### src/rtl/pdp11_bus_pkg.sv
// Shared bus definitions: physical address width, RAM port owner codes and
// the ram_arbiter state encoding.
package pdp11_bus_pkg;

  localparam int unsigned PaWidth = 22;

  // Owner codes as seen on the debug/LED output
  localparam logic [1:0] OwnerNone = 2'b00;
  localparam logic [1:0] OwnerCpu  = 2'b01;
  localparam logic [1:0] OwnerDma  = 2'b10;

  typedef enum logic [1:0] {
    ArbIdle    = 2'b00,
    ArbCpuCyc  = 2'b01,
    ArbDmaCyc  = 2'b10,
    ArbRecover = 2'b11
  } arb_state_e;

endpackage

### src/rtl/arb_watchdog.sv
// Cycle watchdog: counts enabled cycles and flags expiry once TIMEOUT cycles
// have elapsed since the last clear.
// Ports:
//   clk, reset  system clock, asynchronous active-high reset
//   clear       zero the counter (takes priority over enable)
//   enable      count this cycle
//   expired     counter has reached TIMEOUT while enabled
module arb_watchdog #(
  parameter int unsigned TIMEOUT = 255
) (
  input  logic clk,
  input  logic reset,
  input  logic clear,
  input  logic enable,
  output logic expired
);

  localparam logic [7:0] Limit = 8'(TIMEOUT);

  logic [7:0] cnt_q;

  assign expired = enable && (cnt_q == Limit);

  always_ff @(posedge clk or posedge reset) begin
    if (reset) begin
      cnt_q <= '0;
    end else if (clear) begin
      cnt_q <= '0;
    end else if (enable && !expired) begin
      cnt_q <= cnt_q + 8'd1;
    end
  end

endmodule

### src/rtl/ram_arbiter.sv
// Shares the single ram_async port between the CPU path and a DMA master.
// One cycle at a time; DMA has priority but the CPU wins after DMA_BURST
// consecutive DMA grants while it is waiting. A watchdog aborts cycles that
// never see ram_done.
// Ports:
//   clk, reset                  system clock, asynchronous active-high reset
//   cpu_* / dma_*               requester side: addr, wdata, rd, wr, byte_op in;
//                               rdata, done (1-cycle pulse), err (pulse on timeout) out
//   ram_addr/wdata/rd/wr/byte_op  to ram_async (registered)
//   ram_rdata, ram_done          from ram_async
//   owner                       00 none, 01 CPU, 10 DMA
module ram_arbiter
  import pdp11_bus_pkg::*;
#(
  parameter int unsigned DMA_BURST = 4,
  parameter int unsigned TIMEOUT   = 255
) (
  input  logic               clk,
  input  logic               reset,
  input  logic [PaWidth-1:0] cpu_addr,
  input  logic [15:0]        cpu_wdata,
  input  logic               cpu_rd,
  input  logic               cpu_wr,
  input  logic               cpu_byte_op,
  output logic [15:0]        cpu_rdata,
  output logic               cpu_done,
  output logic               cpu_err,
  input  logic [PaWidth-1:0] dma_addr,
  input  logic [15:0]        dma_wdata,
  input  logic               dma_rd,
  input  logic               dma_wr,
  input  logic               dma_byte_op,
  output logic [15:0]        dma_rdata,
  output logic               dma_done,
  output logic               dma_err,
  output logic [PaWidth-1:0] ram_addr,
  output logic [15:0]        ram_wdata,
  input  logic [15:0]        ram_rdata,
  output logic               ram_rd,
  output logic               ram_wr,
  output logic               ram_byte_op,
  input  logic               ram_done,
  output logic [1:0]         owner
);

  localparam logic [3:0] BurstMax = 4'(DMA_BURST);

  arb_state_e         state_q, state_d;
  logic [3:0]         burst_q;
  logic [PaWidth-1:0] addr_q;
  logic [15:0]        wdata_q, cpu_rdata_q, dma_rdata_q;
  logic               byte_q, rd_q, wr_q;
  logic               cpu_done_q, cpu_err_q, dma_done_q, dma_err_q;
  logic               cpu_req, dma_req, cpu_wins, grant_cpu, grant_dma;
  logic               in_cyc, expired, cyc_end;

  assign cpu_req   = cpu_rd | cpu_wr;
  assign dma_req   = dma_rd | dma_wr;
  assign cpu_wins  = cpu_req && (!dma_req || (burst_q == BurstMax));
  assign grant_cpu = (state_q == ArbIdle) && cpu_wins;
  assign grant_dma = (state_q == ArbIdle) && dma_req && !cpu_wins;
  assign in_cyc    = (state_q == ArbCpuCyc) || (state_q == ArbDmaCyc);
  assign cyc_end   = in_cyc && (ram_done || expired);

  arb_watchdog #(
    .TIMEOUT(TIMEOUT)
  ) u_watchdog (
    .clk    (clk),
    .reset  (reset),
    .clear  (!in_cyc),
    .enable (in_cyc),
    .expired(expired)
  );

  // State register
  always_ff @(posedge clk or posedge reset) begin
    if (reset) begin
      state_q <= ArbIdle;
    end else begin
      state_q <= state_d;
    end
  end

  // Next-state logic
  always_comb begin
    state_d = state_q;
    unique case (state_q)
      ArbIdle: begin
        if (grant_dma) begin
          state_d = ArbDmaCyc;
        end else if (grant_cpu) begin
          state_d = ArbCpuCyc;
        end
      end
      ArbCpuCyc, ArbDmaCyc: begin
        if (ram_done || expired) begin
          state_d = ArbRecover;
        end
      end
      ArbRecover: state_d = ArbIdle;
      default:    state_d = ArbIdle;
    endcase
  end

  // Output decode
  always_comb begin
    owner = OwnerNone;
    unique case (state_q)
      ArbCpuCyc: owner = OwnerCpu;
      ArbDmaCyc: owner = OwnerDma;
      default:   owner = OwnerNone;
    endcase
  end

  // Request latch; the strobes are registered so they rise with the first cycle
  // of *_CYC and fall on the edge that enters RECOVER.
  always_ff @(posedge clk or posedge reset) begin
    if (reset) begin
      addr_q  <= '0;
      wdata_q <= '0;
      byte_q  <= 1'b0;
      rd_q    <= 1'b0;
      wr_q    <= 1'b0;
    end else if (grant_cpu) begin
      addr_q  <= cpu_addr;
      wdata_q <= cpu_wdata;
      byte_q  <= cpu_byte_op;
      rd_q    <= cpu_rd & ~cpu_wr;  // rd+wr together is a write
      wr_q    <= cpu_wr;
    end else if (grant_dma) begin
      addr_q  <= dma_addr;
      wdata_q <= dma_wdata;
      byte_q  <= dma_byte_op;
      rd_q    <= dma_rd & ~dma_wr;
      wr_q    <= dma_wr;
    end else if (cyc_end) begin
      rd_q    <= 1'b0;
      wr_q    <= 1'b0;
    end
  end

  // Completion pulses and read data; ram_done beats a simultaneous timeout.
  always_ff @(posedge clk or posedge reset) begin
    if (reset) begin
      cpu_done_q  <= 1'b0;
      cpu_err_q   <= 1'b0;
      dma_done_q  <= 1'b0;
      dma_err_q   <= 1'b0;
      cpu_rdata_q <= '0;
      dma_rdata_q <= '0;
    end else begin
      cpu_done_q <= cyc_end && (state_q == ArbCpuCyc);
      cpu_err_q  <= cyc_end && (state_q == ArbCpuCyc) && !ram_done;
      dma_done_q <= cyc_end && (state_q == ArbDmaCyc);
      dma_err_q  <= cyc_end && (state_q == ArbDmaCyc) && !ram_done;
      if (cyc_end && rd_q) begin
        if (state_q == ArbCpuCyc) begin
          cpu_rdata_q <= ram_done ? ram_rdata : 16'h0000;
        end else begin
          dma_rdata_q <= ram_done ? ram_rdata : 16'h0000;
        end
      end
    end
  end

  // Consecutive DMA grants while the CPU waits; any CPU grant or idle CPU resets it.
  always_ff @(posedge clk or posedge reset) begin
    if (reset) begin
      burst_q <= '0;
    end else if (!cpu_req || grant_cpu) begin
      burst_q <= '0;
    end else if (grant_dma && (burst_q < BurstMax)) begin
      burst_q <= burst_q + 4'd1;
    end
  end

  assign ram_addr    = addr_q;
  assign ram_wdata   = wdata_q;
  assign ram_byte_op = byte_q;
  assign ram_rd      = rd_q;
  assign ram_wr      = wr_q;
  assign cpu_rdata   = cpu_rdata_q;
  assign cpu_done    = cpu_done_q;
  assign cpu_err     = cpu_err_q;
  assign dma_rdata   = dma_rdata_q;
  assign dma_done    = dma_done_q;
  assign dma_err     = dma_err_q;

endmodule

### config.mk
export PLATFORM = sky130hd
export DESIGN_NAME = ram_arbiter
export DESIGN_NICKNAME = d
export VERILOG_FILES = /design/src/rtl/pdp11_bus_pkg.sv /design/src/rtl/arb_watchdog.sv /design/src/rtl/ram_arbiter.sv
export SDC_FILE = /design/constraint.sdc
export NUM_CORES = 1
export LEC_CHECK = 0
export ABC_AREA = 1
export BUFFER_PORTS_ARGS = -buffer_cell sky130_fd_sc_hd__buf_2
export CORE_ASPECT_RATIO = 1.5
export CORE_MARGIN = 5
export CORE_UTILIZATION = 36
export CTS_BUF_LIST = sky130_fd_sc_hd__clkbuf_4
export DETAILED_ROUTE_END_ITERATION = 8
export GPL_TIMING_DRIVEN = 0
export PLACE_DENSITY = 0.68
export SLEW_MARGIN = 40
export SYNTH_ARGS = -nofsm -noshare
export SYNTH_HDL_FRONTEND = slang
export SYNTH_HIERARCHICAL = 1
export SYNTH_SLANG_ARGS = --single-unit
### constraint.sdc
create_clock -name clk -period 2.1 [get_ports clk]
set_input_delay 0.105 -clock clk [delete_from_list [all_inputs] [get_ports clk]]
set_output_delay 0.105 -clock clk [all_outputs]
set_load 0.01 [all_outputs]
Yosys cells after proc, flatten, opt, wreduce, memory -nomap -nowiden
Cells that the tools add are included.
{"block": "op_classes", "n_addsub": 2, "n_lt_le_gt_ge": 1, "n_eq_ne": 8, "n_mux": 21, "n_bitwise": 7, "n_reduce_logical": 30}
{"operator": "16-bit two-way mux", "n": 3}
{"operator": "22-bit two-way mux", "n": 2}
{"operator": "8-bit two-way mux", "n": 2}
{"operator": "1-bit logical AND", "n": 13}
{"operator": "8-bit by 1-bit adder with 8-bit output, second input constant", "n": 1}
{"operator": "8-bit == test, second input constant", "n": 1}
{"operator": "4-bit two-way mux", "n": 2}
{"operator": "1-bit two-way mux", "n": 7}
{"operator": "2-bit two-way mux", "n": 3}
{"operator": "2-bit one-hot mux with 3 select lines", "n": 1}
{"operator": "2-bit AND reduction", "n": 3}
{"operator": "1-bit logical NOT", "n": 5}
{"operator": "4-bit by 1-bit adder with 4-bit output, second input constant", "n": 1}
{"operator": "2-bit == test, second input constant", "n": 2}
{"operator": "4-bit by 3-bit == test with 1-bit output, second input constant", "n": 1}
{"operator": "1-bit logical OR", "n": 4}
{"operator": "4-bit by 3-bit less-than comparator with 1-bit output, second input constant", "n": 1}
{"operator": "2-bit one-hot mux with 2 select lines", "n": 1}
{"operator": "2-bit nonzero test", "n": 2}
{"operator": "3-bit != test, second input constant", "n": 1}
{"operator": "1-bit inverter", "n": 3}
{"operator": "3-bit nonzero test", "n": 1}
{"operator": "1-bit bitwise AND", "n": 2}
{"operator": "2-bit by 1-bit == test with 1-bit output, second input constant", "n": 1}
{"operator": "other kinds (5)", "n": 6}
{"block": "totals", "ff_bits": 91, "inputBits": 101, "elab_cells": 83}

Logic depth before layout (Yosys ltp)
Gate-level depths: netlist (run 1).
{"block": "depth", "word_depth": 9, "depth_mapped": 12, "depth_no_buf": 11}

Modules after synthesis
The synthesis (run 1) kept the hierarchy.
{"module": "ram_arbiter", "n_inst": 1, "cells_per_inst": 415, "area_each_um2": 3647.2, "seq_area_each_um2": 2077.0}
{"module": "arb_watchdog", "n_inst": 1, "cells_per_inst": 67, "area_each_um2": 504.2, "seq_area_each_um2": 200.2}

Worst setup path before layout (run 1)
No wires, ideal clock.
{"block": "synth_timing", "kind": "register to register", "start": "reg state_q[0]", "end": "reg cpu_rdata_q[0], in the netlist cpu_rdata[0]", "t_arrival_ns": 1.696, "required_ns": 1.979, "slack_ns": 0.283, "path_stages_with_launch": 12, "period_less_slack_ns": 1.817, "cell_sequence": "dfrtp_1 inv_1 ha_1 inv_1 nor2_1 or2_4 nand2_4 nor2_4 nand2_4 buf_6 nand2_1 o21ai_1"}
{"block": "synth_via", "elab_chain_len": 7}
{"element": "start, declared", "line": "ram_arbiter.sv:48", "source": "arb_state_e state_q, state_d;"}
{"element": "start signal, assigned", "line": "ram_arbiter.sv:78", "source": "state_q <= ArbIdle;"}
{"element": "start signal, assigned", "line": "ram_arbiter.sv:80", "source": "state_q <= state_d;"}
{"element": "2-bit by 1-bit == test with 1-bit output or 2-bit == test (tied branches)", "line": "ram_arbiter.sv:62", "source": "assign in_cyc = (state_q == ArbCpuCyc) || (state_q == ArbDmaCyc);"}
{"element": "1-bit logical OR (*)", "line": "ram_arbiter.sv:62"}
{"element": "via in_cyc", "line": "ram_arbiter.sv:55", "source": "logic in_cyc, expired, cyc_end;"}
{"element": "1-bit logical AND (*)", "line": "arb_watchdog.sv:22", "source": "assign expired = enable && (cnt_q == Limit);"}
{"element": "via expired", "line": "ram_arbiter.sv:55"}
{"element": "1-bit logical OR (*)", "line": "ram_arbiter.sv:63", "source": "assign cyc_end = in_cyc && (ram_done || expired);"}
{"element": "1-bit logical AND (*)", "line": "ram_arbiter.sv:63"}
{"element": "1-bit logical AND (*)", "line": "ram_arbiter.sv:156", "source": "if (cyc_end && rd_q) begin"}
{"element": "2-bit AND reduction (no source line) (*)"}
{"element": "end signal, assigned", "line": "ram_arbiter.sv:158", "source": "cpu_rdata_q <= ram_done ? ram_rdata : 16'h0000;"}
{"element": "end, declared", "line": "ram_arbiter.sv:51", "source": "logic [15:0] wdata_q, cpu_rdata_q, dma_rdata_q;"}
Mark *: on every way through the listed nets, which the timed path passes. The rest lies on a longest branch.
A chain may end at the register's enable or synchronous reset.

Final worst setup path (run 1)
{"block": "layout_timing", "start": "reg state_q[0]", "end": "reg dma_rdata_q[1], in the netlist dma_rdata[1]"}
{"block": "layout_via", "elab_chain_len": 7}
{"element": "2-bit by 1-bit == test with 1-bit output or 2-bit == test (tied branches)", "line": "ram_arbiter.sv:62"}
{"element": "1-bit logical OR (*)", "line": "ram_arbiter.sv:62"}
{"element": "via in_cyc", "line": "ram_arbiter.sv:55"}
{"element": "1-bit logical AND (*)", "line": "arb_watchdog.sv:22"}
{"element": "via expired", "line": "ram_arbiter.sv:55"}
{"element": "1-bit logical OR (*)", "line": "ram_arbiter.sv:63"}
{"element": "1-bit logical AND (*)", "line": "ram_arbiter.sv:63"}
{"element": "1-bit logical AND (*)", "line": "ram_arbiter.sv:156"}
{"element": "2-bit AND reduction (no source line) (*)"}
{"element": "end signal, assigned", "line": "ram_arbiter.sv:160", "source": "dma_rdata_q <= ram_done ? ram_rdata : 16'h0000;"}
{"element": "end, declared", "line": "ram_arbiter.sv:51"}
Marked as above.

==> results of run 1 <==
-- layout by cell type (no fill, tap or decap), types with 4 or more instances in the layout --
cell	synthesis	layout
sky130_fd_sc_hd__buf_2	9	186
sky130_fd_sc_hd__buf_4	3	6
sky130_fd_sc_hd__buf_6	7	7
sky130_fd_sc_hd__clkbuf_4	0	9
sky130_fd_sc_hd__dfrtp_1	91	91
sky130_fd_sc_hd__dlygate4sd3_1	0	105
sky130_fd_sc_hd__ha_1	8	7
sky130_fd_sc_hd__inv_1	26	25
sky130_fd_sc_hd__inv_2	4	4
sky130_fd_sc_hd__nand2_1	199	199
sky130_fd_sc_hd__nand2_2	4	4
sky130_fd_sc_hd__nand2_4	4	4
sky130_fd_sc_hd__nand3_1	59	59
sky130_fd_sc_hd__nor2_1	9	9
sky130_fd_sc_hd__nor2_4	5	5
sky130_fd_sc_hd__o21ai_0	17	17
sky130_fd_sc_hd__o21ai_1	17	17
sky130_fd_sc_hd__xor2_1	4	4
-- Yosys cell counts (all sizes together) --
master	n
nand2	207
dfrtp	91
nand4	2
a21oi	4
xor2	4
inv	30
clkbuf	1
o211ai	2
xnor2	1
nor2	17
ha	8
or2	1
buf	19
o21ai	35
nand3	59
nand3b	1
-- worst reg2reg max path: stages (launching register included) --
cell,delay [ns]
sky130_fd_sc_hd__dfrtp_1,0.45
sky130_fd_sc_hd__inv_1,0.17
sky130_fd_sc_hd__ha_4,0.26
sky130_fd_sc_hd__inv_1,0.11
sky130_fd_sc_hd__nor2_1,0.06
sky130_fd_sc_hd__or2_4,0.25
sky130_fd_sc_hd__nand4_1,0.07
sky130_fd_sc_hd__buf_4,0.14
sky130_fd_sc_hd__buf_4,0.18
sky130_fd_sc_hd__nand2_1,0.08
sky130_fd_sc_hd__o21ai_0,0.09
-- final cells by class --
class | count | area [um2]
diodes | 3 | 7.51
plain buffers | 20 | 153
clock buffers | 9 | 67.6
clock inverters | 7 | 121
fillers | 991 | 4820
inverters | 30 | 116
multi-input cells | 341 | 1620
flip-flops and latches | 91 | 2280
well taps | 150 | 188
repair buffers | 288 | 2030
-- power breakdown --
group	switching (mW)	leakage, nW	internal (mW)
clock	0.624	0.101	0.614
combinational	1.95	2.22	1.31
sequential	0.372	1.18	2.38
-- repair_timing --
action                                 4_1_cts  5_1_grt
resized for setup                            2        1
pin swaps                                    0        0
endpoints found under the hold margin       99        0
buffers inserted                             2        0
hold buffers                               105        0
setup endpoints to repair                   23       19
cloned                                       0        0
-- registers in the layout (all words and copies together), names as in the netlist --
signal / count
ram_addr: 22
cpu_rdata: 16
dma_rdata: 16
ram_wdata: 16
u_watchdog/cnt_q: 8
burst_q: 4
state_q: 2
cpu_done: 1
cpu_err: 1
dma_done: 1
dma_err: 1
ram_byte_op: 1
ram_rd: 1
ram_wr: 1
-- worst paths after layout --
kind / from / to / slack, ns / cells after the start
worst min register to register: dma_rdata[5] / dma_rdata[5] / 0.50 / 2
worst max-delay path: state_q[0] / dma_rdata[1] / 0.17 / 10
min in group asynchronous: reset / u_watchdog/cnt_q[3] / 0.18 / 3
worst min-delay path: dma_rd / state_q[0] / 0.14 / 6
max in group asynchronous: reset / dma_rdata[3] / 1.13 / 5
worst max register to register: state_q[0] / dma_rdata[1] / 0.17 / 10
-- per-layer routing --
layer | up-vias | GRT usage | wire length, um
li1 | 2131 | - | -
met1 | 2127 | 0.225 | 5120
met2 | 214 | 0.384 | 7820
met3 | 55 | 0.0448 | 833
met4 | 0 | 0.111 | 649
met5 | - | 0 | 0
-- metrics by stage --
step / setup WS, ns / util
detailed placement: -0.0900 / 0.465
floorplan: 0.283 / -
global route: 0.0299 / 0.577
global placement: 0.0473 / 0.459
CTS: 0.0650 / 0.576
finish: 0.166 / 0.577
-- logic make-up (layout without fill, tap and decap cells) --
group | after synthesis | count (layout) | share of synthesized area
compound gates | 41 | 41 | 0.0524
xor+xnor | 5 | 5 | 0.0105
fa+ha+maj | 8 | 8 | 0.0241
buf+inv | 50 | 354 | 0.0633
flops | 91 | 91 | 0.549
other cells | 0 | 3 | 0
simple gates | 287 | 287 | 0.301
==> flow_results.org, run 1 <==
** Outcome
- The run finished with clean final reports.

** Detailed routing
- First drt pass iteration count :: 5
- Total DRC errors in the routed layout :: 0
- Routed length per instance :: 15.4 um
- After detailed routing, the total wire length is 14.4 mm.
- Initial DRC Count :: 195
- Once detail routing completed, the nets flagged for antenna violations numbered 0.
- Total vias in the final route :: 4,527
- Vias per cell :: 4.82

** CTS
- In this run the number of H-tree levels came out at 3.
- Clock-pin slew was measured on the worst setup and hold paths at 0.14 ns.
- Cell chosen for the clock root :: sky130_fd_sc_hd__clkbuf_4
- TritonCTS built the clock tree.
- Num CTS Buffers :: 9
- The tree built by TritonCTS fans out to 91 sinks.
- Maximum root-to-sink buffer count :: 2
- For the worst-skew pair, the clock arrives at the later sink with an insertion delay of 0.44 ns.

** Layout
- Number of nets at the end of the flow :: 890
- After routing the design area is 6590 um2.
- Of the cells placed in the final design, the portion with a size suffix greater than 1 is 0.309.
- Layout overhead on the synthesized area :: 58.6%
- Final Non-Filler Cells :: 939

** Yosys
- The netlist uses 26 different library cells.
- sky130_fd_sc_hd__dfrtp_1 takes more of the synthesized area than any other cell.
- A synthesized cell averages 8.61 um2.
- Number of synthesized register bits :: 91
- Proportion of netlist area held by the largest area contributor :: 0.549
- Yosys warning count :: 6
- Synthesis produced a netlist whose cell count is 482.
- Share of the yosys chip area belonging to registers :: 0.549
- Sorting the synthesized cells by area gives the leading types as sky130_fd_sc_hd__dfrtp_1 (55%), sky130_fd_sc_hd__nand2_1 (18%), sky130_fd_sc_hd__nand3_1 (7.1%), sky130_fd_sc_hd__ha_1 (2.4%), sky130_fd_sc_hd__inv_1 (2.4%).
- After synthesis the cells add up to 4150 um2.
- Post-synthesis net count :: 591

** Floorplan
- The initialized floorplan defines 48 standard-cell rows.
- Initial core utilization :: 0.364
- The floorplan step defined a die boundary enclosing 13,800 um2.
- 180 I/O pins were placed.
- Die height :: 142 um
- The region available for standard cell placement spans 11,400 um2.
- Die W :: 97.7 um

** STA
- Share of the clock period used by the worst path :: 0.921
- Min Tclk post-route :: 1.93 ns
- Sum Neg Setup Slack :: 0 ns
- Remaining max-slew budget at the tightest pin :: 0.632
- Number of hold violations in the final report :: 0
- For the pin with the worst max-slew slack, the measured transition is 0.552 ns.
- F_max :: 517 MHz
- The number of max-slew violations in the final report was 0.
- Final count of negative-setup-slack endpoints :: 0
- The clock arrives with 0.0284 ns of skew.
- Unrepaired setup endpoints after global routing :: no
- Final hold slack :: 0.144 ns

** Critical path
- Critical Path Slowest Stage Cell :: sky130_fd_sc_hd__dfrtp_1
- STA classifies the critical path endpoint as a flip-flop.
- The cell family contributing the most delay on the critical path is buffers and inverters.
- Of all nets on the critical path, the largest fanout is 10.
- Number of buffers and inverters on the critical path :: 4
- Data on the critical path arrives at its endpoint at 2.27 ns.
- Delay of the slowest cell on the worst path :: 0.45 ns
- Cell breakdown of the critical path :: inv_1 > ha_4 > inv_1 > nor2_1 > or2_4 > nand4_1 > buf_4 > buf_4 > nand2_1 > o21ai_0
- The critical path in this run is classified as reg2reg.
- Worst setup SP type :: flip-flop
- STA puts the critical path data required time at 2.44 ns.

** Global routing
- The number of global-route vias before repair is 4,780.
- In the global route stage, overall resource usage came out at 0.210.
- Entering global routing, the biggest net connects 27 pins.
- The initial antenna violation count came to 2.
- The first global-routing pass estimated 23.3 mm of wire.
- After global routing the overflow that remains totals 0.

** Power and ir drop
- The design draws 7.25 mW.
- IR analysis of the VDD net gives a maximum drop of 621 uV.
- Cell area power density :: 1100 nW/um2
- Leak Pwr :: 3.50 nW

** Placement
- Final weighted congestion in routability-driven placement :: 0.841
- Port buffer count :: 178
- Summed over all nets, the half-perimeter wirelength after detailed placement is 9.55 mm.
- DP Cell Count :: 813
- Placed cell areas :: 5310 um2

** Worst hold path
- The min-delay analysis places its worst path in the category in2reg.

** Job
- Max_cap viols :: 0
Note: power is estimated with default switching activity, not from simulation.
==> inputs of run 2 (changes only) <==
--- a/config.mk
+++ b/config.mk
@@ -7,13 +7,16 @@
 export LEC_CHECK = 0
 export ABC_AREA = 1
 export BUFFER_PORTS_ARGS = -buffer_cell sky130_fd_sc_hd__buf_2
+export CELL_PAD_IN_SITES_DETAIL_PLACEMENT = 0
+export CELL_PAD_IN_SITES_GLOBAL_PLACEMENT = 1
 export CORE_ASPECT_RATIO = 1.5
 export CORE_MARGIN = 5
-export CORE_UTILIZATION = 36
+export CORE_UTILIZATION = 30
 export CTS_BUF_LIST = sky130_fd_sc_hd__clkbuf_4
 export DETAILED_ROUTE_END_ITERATION = 8
 export GPL_TIMING_DRIVEN = 0
-export PLACE_DENSITY = 0.68
+export HOLD_SLACK_MARGIN = 0.02
+export PLACE_DENSITY = 0.77
 export SLEW_MARGIN = 40
 export SYNTH_ARGS = -nofsm -noshare
 export SYNTH_HDL_FRONTEND = slang
==> run 2 against run 1 <==
Against the previous run: worst setup slack gained 0.045 ns; largest cell class unchanged; first-iteration DRC count rose by 3.6%; utilization shrank 9.2 points; non-clock buffer count is the same; design area shrank 0.30%; global-route usage down 3.7 points; fmax rose by 2.4%; sequential share of layout area up 0.11 points; count of clock-buffer cells in the layout is the same; die area grew 18%.
==> flow_results.org, run 2 (synthesis gave the netlist of run 1 again) <==
** STA
- Final hold slack :: 0.121 ns
- For the pin with the worst max-slew slack, the measured transition is 0.451 ns.
- Number of hold violations in the final report :: 0
- The number of max-slew violations in the final report is 0.
- Based on the critical path, the design can be clocked at up to 530 MHz.
- Worst-case clock skew :: 0.0188 ns
- The worst path in the final design needs a cycle of 1.89 ns, including I/O delays and setup.
- Setup violations remaining at the end of the flow were counted as 0.
- Unrepaired setup endpoints after global routing :: no
- Remaining max-slew budget at the tightest pin :: 0.699
- In the finished design, the share of the clock period the worst path needs comes to 0.899.

** Detailed routing
- Total length of routed wires :: 14.1 mm
- Vias per cell :: 4.63
- Total vias in the final route :: 4,392
- Max layer used :: met4
- Initial DRC Count :: 202
- Total DRC errors in the routed layout :: 0
- Summed over all nets, wire length on met2 after detailed routing comes to 7.53 mm.
- Met1 routed wirelength after detailed routing :: 5.49 mm
- Number of nets with antenna violations after routing :: 0
- In the final routed layout, each cell accounts on average for 14.8 um.
- First drt pass iteration count :: 4
- After detailed routing, the met3 layer carries 584 um of wire.

** Critical path
- The startpoint identified for the worst register-to-register timing path is state_q[1].
- Data required time at the worst endpoint :: 2.47 ns
- Capturing point of the worst reg2reg path :: cpu_rdata[3]
- CP max FO :: 10
- Crit path DAT :: 2.26 ns
- Worst setup SP type :: flip-flop
- The number of cells on the worst reg-to-reg path is 10.
- Capturing element type of the critical path :: flip-flop
- The setup check on the worst reg-to-reg path leaves a slack of 0.21 ns.
- The critical path is of the reg2reg type.

** Worst hold path
- The min-delay analysis places its worst path in the category in2reg.
- End point of the most critical hold path :: state_q[1]
- The worst hold path begins at dma_rd.
- Hold path depth :: 6

** CTS
- The tree is rooted in a sky130_fd_sc_hd__clkbuf_4.
- For the worst-skew pair, the clock arrives at the later sink with an insertion delay of 0.45 ns.
- Clk pin slew, worst setup/hold paths :: 0.15 ns
- Clock Sink Count :: 91
- The longest clock path from root to sink contains 2 buffers.
- Max H-tree Level :: 3
- Num CTS Buffers :: 9
- Clock tree from TritonCTS :: done

** Global routing
- Overflow left after global routing :: 0
- Initial antenna violation count :: 1
- Pin count of the biggest net entering global routing :: 26
- Across every metal layer, demand over resource in global routing totals 0.173.
- First-pass GRT wire length :: 22.8 mm
- The number of global-route vias before repair came to 4,655.

** Layout
- Final Instance Area :: 6570 um2
- Flip-flop count of the largest register, all copies and words added :: 22
- Proportion of layout cells with a drive suffix above 1 :: 0.309
- Area of the multi-input gates :: 1620 um2
- In the layout the commonest cells are sky130_fd_sc_hd__nand2_1 (199), sky130_fd_sc_hd__buf_2 (186), sky130_fd_sc_hd__dlygate4sd3_1 (105).
- Number of nets at the end of the flow :: 890
- Summing all flip-flop and latch instances after layout gives 2280 um2.
- Layout overhead on the synthesized area :: 58.2%
- After filler insertion, the fill cell instance count of the layout stands at 1,289.
- Leading cell type in the layout, fill and taps excluded :: sky130_fd_sc_hd__nand2_1
- Final cell utilization of the core :: 0.485

** Floorplan
- The floorplan step set the die height to 154 um.
- In this run the horizontal extent of the chip is 106 um.
- The initial utilization of the core area, before any placement, comes to 0.307.
- The core region is 13,500 um2.
- Area of the die :: 16,300 um2
- In this run the core area contains 52 standard-cell rows.
- During I/O placement, the number of pins put on the boundary was 180.

** Outcome
- The flow ran to the end, and the final reports show no timing, DRC or antenna violations.

** Power and ir drop
- Fraction of power spent switching nets :: 0.410
- The share of total power dissipated in the clock network is 0.160.
- Cell area power density :: 1080 nW/um2
- Share of power burned in combinational logic :: 0.453
- P_sw :: 2.91 mW
- The analysis attributes to cell leakage a power of 3.49 nW.
- Sequential power share :: 0.387
- Internal power comes to 4.19 mW.
- Across the VDD grid, the largest voltage drop is 410 uV.

** Placement
- Final weighted congestion in routability-driven placement :: 0.836
- Detailed placement finished with a half-perimeter wire length of 10.1 mm.
- Placed cell areas :: 5310 um2
- The count of buffers added on input and output ports is 178.

** Job
- Across the run, the number of max-cap violations was 0.
[run 2: layout make-up]
| cell class | instances | area share |
|---|---|---|
| inverter | 30 | 0.0177 |
| tap | 162 | 0.0309 |
| timing repair buffer | 288 | 0.307 |
| clock inverter | 7 | 0.0151 |
| sequential | 91 | 0.347 |
| multi-input combinational | 341 | 0.247 |
| clock buffer | 9 | 0.0103 |
| buffer | 20 | 0.0244 |
| antenna | 1 | 0.000381 |
[run 2: layer usage]
metal | global-route usage | up-vias
met2 | 0.314 | 135
met3 | 0.0310 | 35
met1 | 0.197 | 2090
li1 | - | 2132
met4 | 0.0778 | 0
met5 | 0 | -
[run 2: per-stage QoR]
step	std cells	power [mW]	setup slack (ns)	TNS [ns]
6_report	949	7.10	0.212	0
3_5_place_dp	825	5.80	-0.0403	-0.273
4_1_cts	946	7.13	0.0128	0
3_3_place_gp	822	5.69	0.0339	0
5_1_grt	949	7.66	0.0140	0
2_1_floorplan	482	4.55	0.283	0
[run 2: power by group through the flow]
| stage | logic [mW] | clock network [mW] | registers, mW |
|---|---|---|---|
| final | 3.22 | 1.14 | 2.74 |
| after global routing | 3.57 | 1.26 | 2.82 |
| after CTS | 3.20 | 1.20 | 2.74 |
| after detailed placement | 3.02 | 0 | 2.78 |
| after global placement | 2.94 | 0 | 2.75 |
| after floorplan | 1.54 | 0 | 3.01 |
[run 2: critical path: stages, from the launching register on]
cell and delay (ns):
sky130_fd_sc_hd__dfrtp_1 0.42, sky130_fd_sc_hd__inv_1 0.12, sky130_fd_sc_hd__ha_4 0.34, sky130_fd_sc_hd__inv_1 0.09, sky130_fd_sc_hd__nor2_1 0.10, sky130_fd_sc_hd__or2_4 0.14
sky130_fd_sc_hd__nand2_4 0.07, sky130_fd_sc_hd__nor2_4 0.13, sky130_fd_sc_hd__nand2_4 0.09, sky130_fd_sc_hd__buf_4 0.19, sky130_fd_sc_hd__o21ai_1 0.12
[run 2: worst max path at each step]
| stage | from | to |
|---|---|---|
| 2_1_floorplan | state_q[0] | cpu_rdata[0] |
| 3_3_place_gp | state_q[0] | dma_rdata[0] |
| 3_5_place_dp | state_q[0] | dma_rdata[6] |
| 4_1_cts | state_q[1] | dma_rdata[1] |
| 5_1_grt | u_watchdog/cnt_q[0] | cpu_rdata[2] |
| 6_report | state_q[1] | cpu_rdata[3] |
[run 2: repair_timing]
item / in CTS / in global routing
setup buffers: 0 / 2
gates resized for setup: 1 / 5
hold buffers: 105 / 0
endpoints found under the setup margin: 16 / 32
endpoints found under the hold margin: 139 / 0
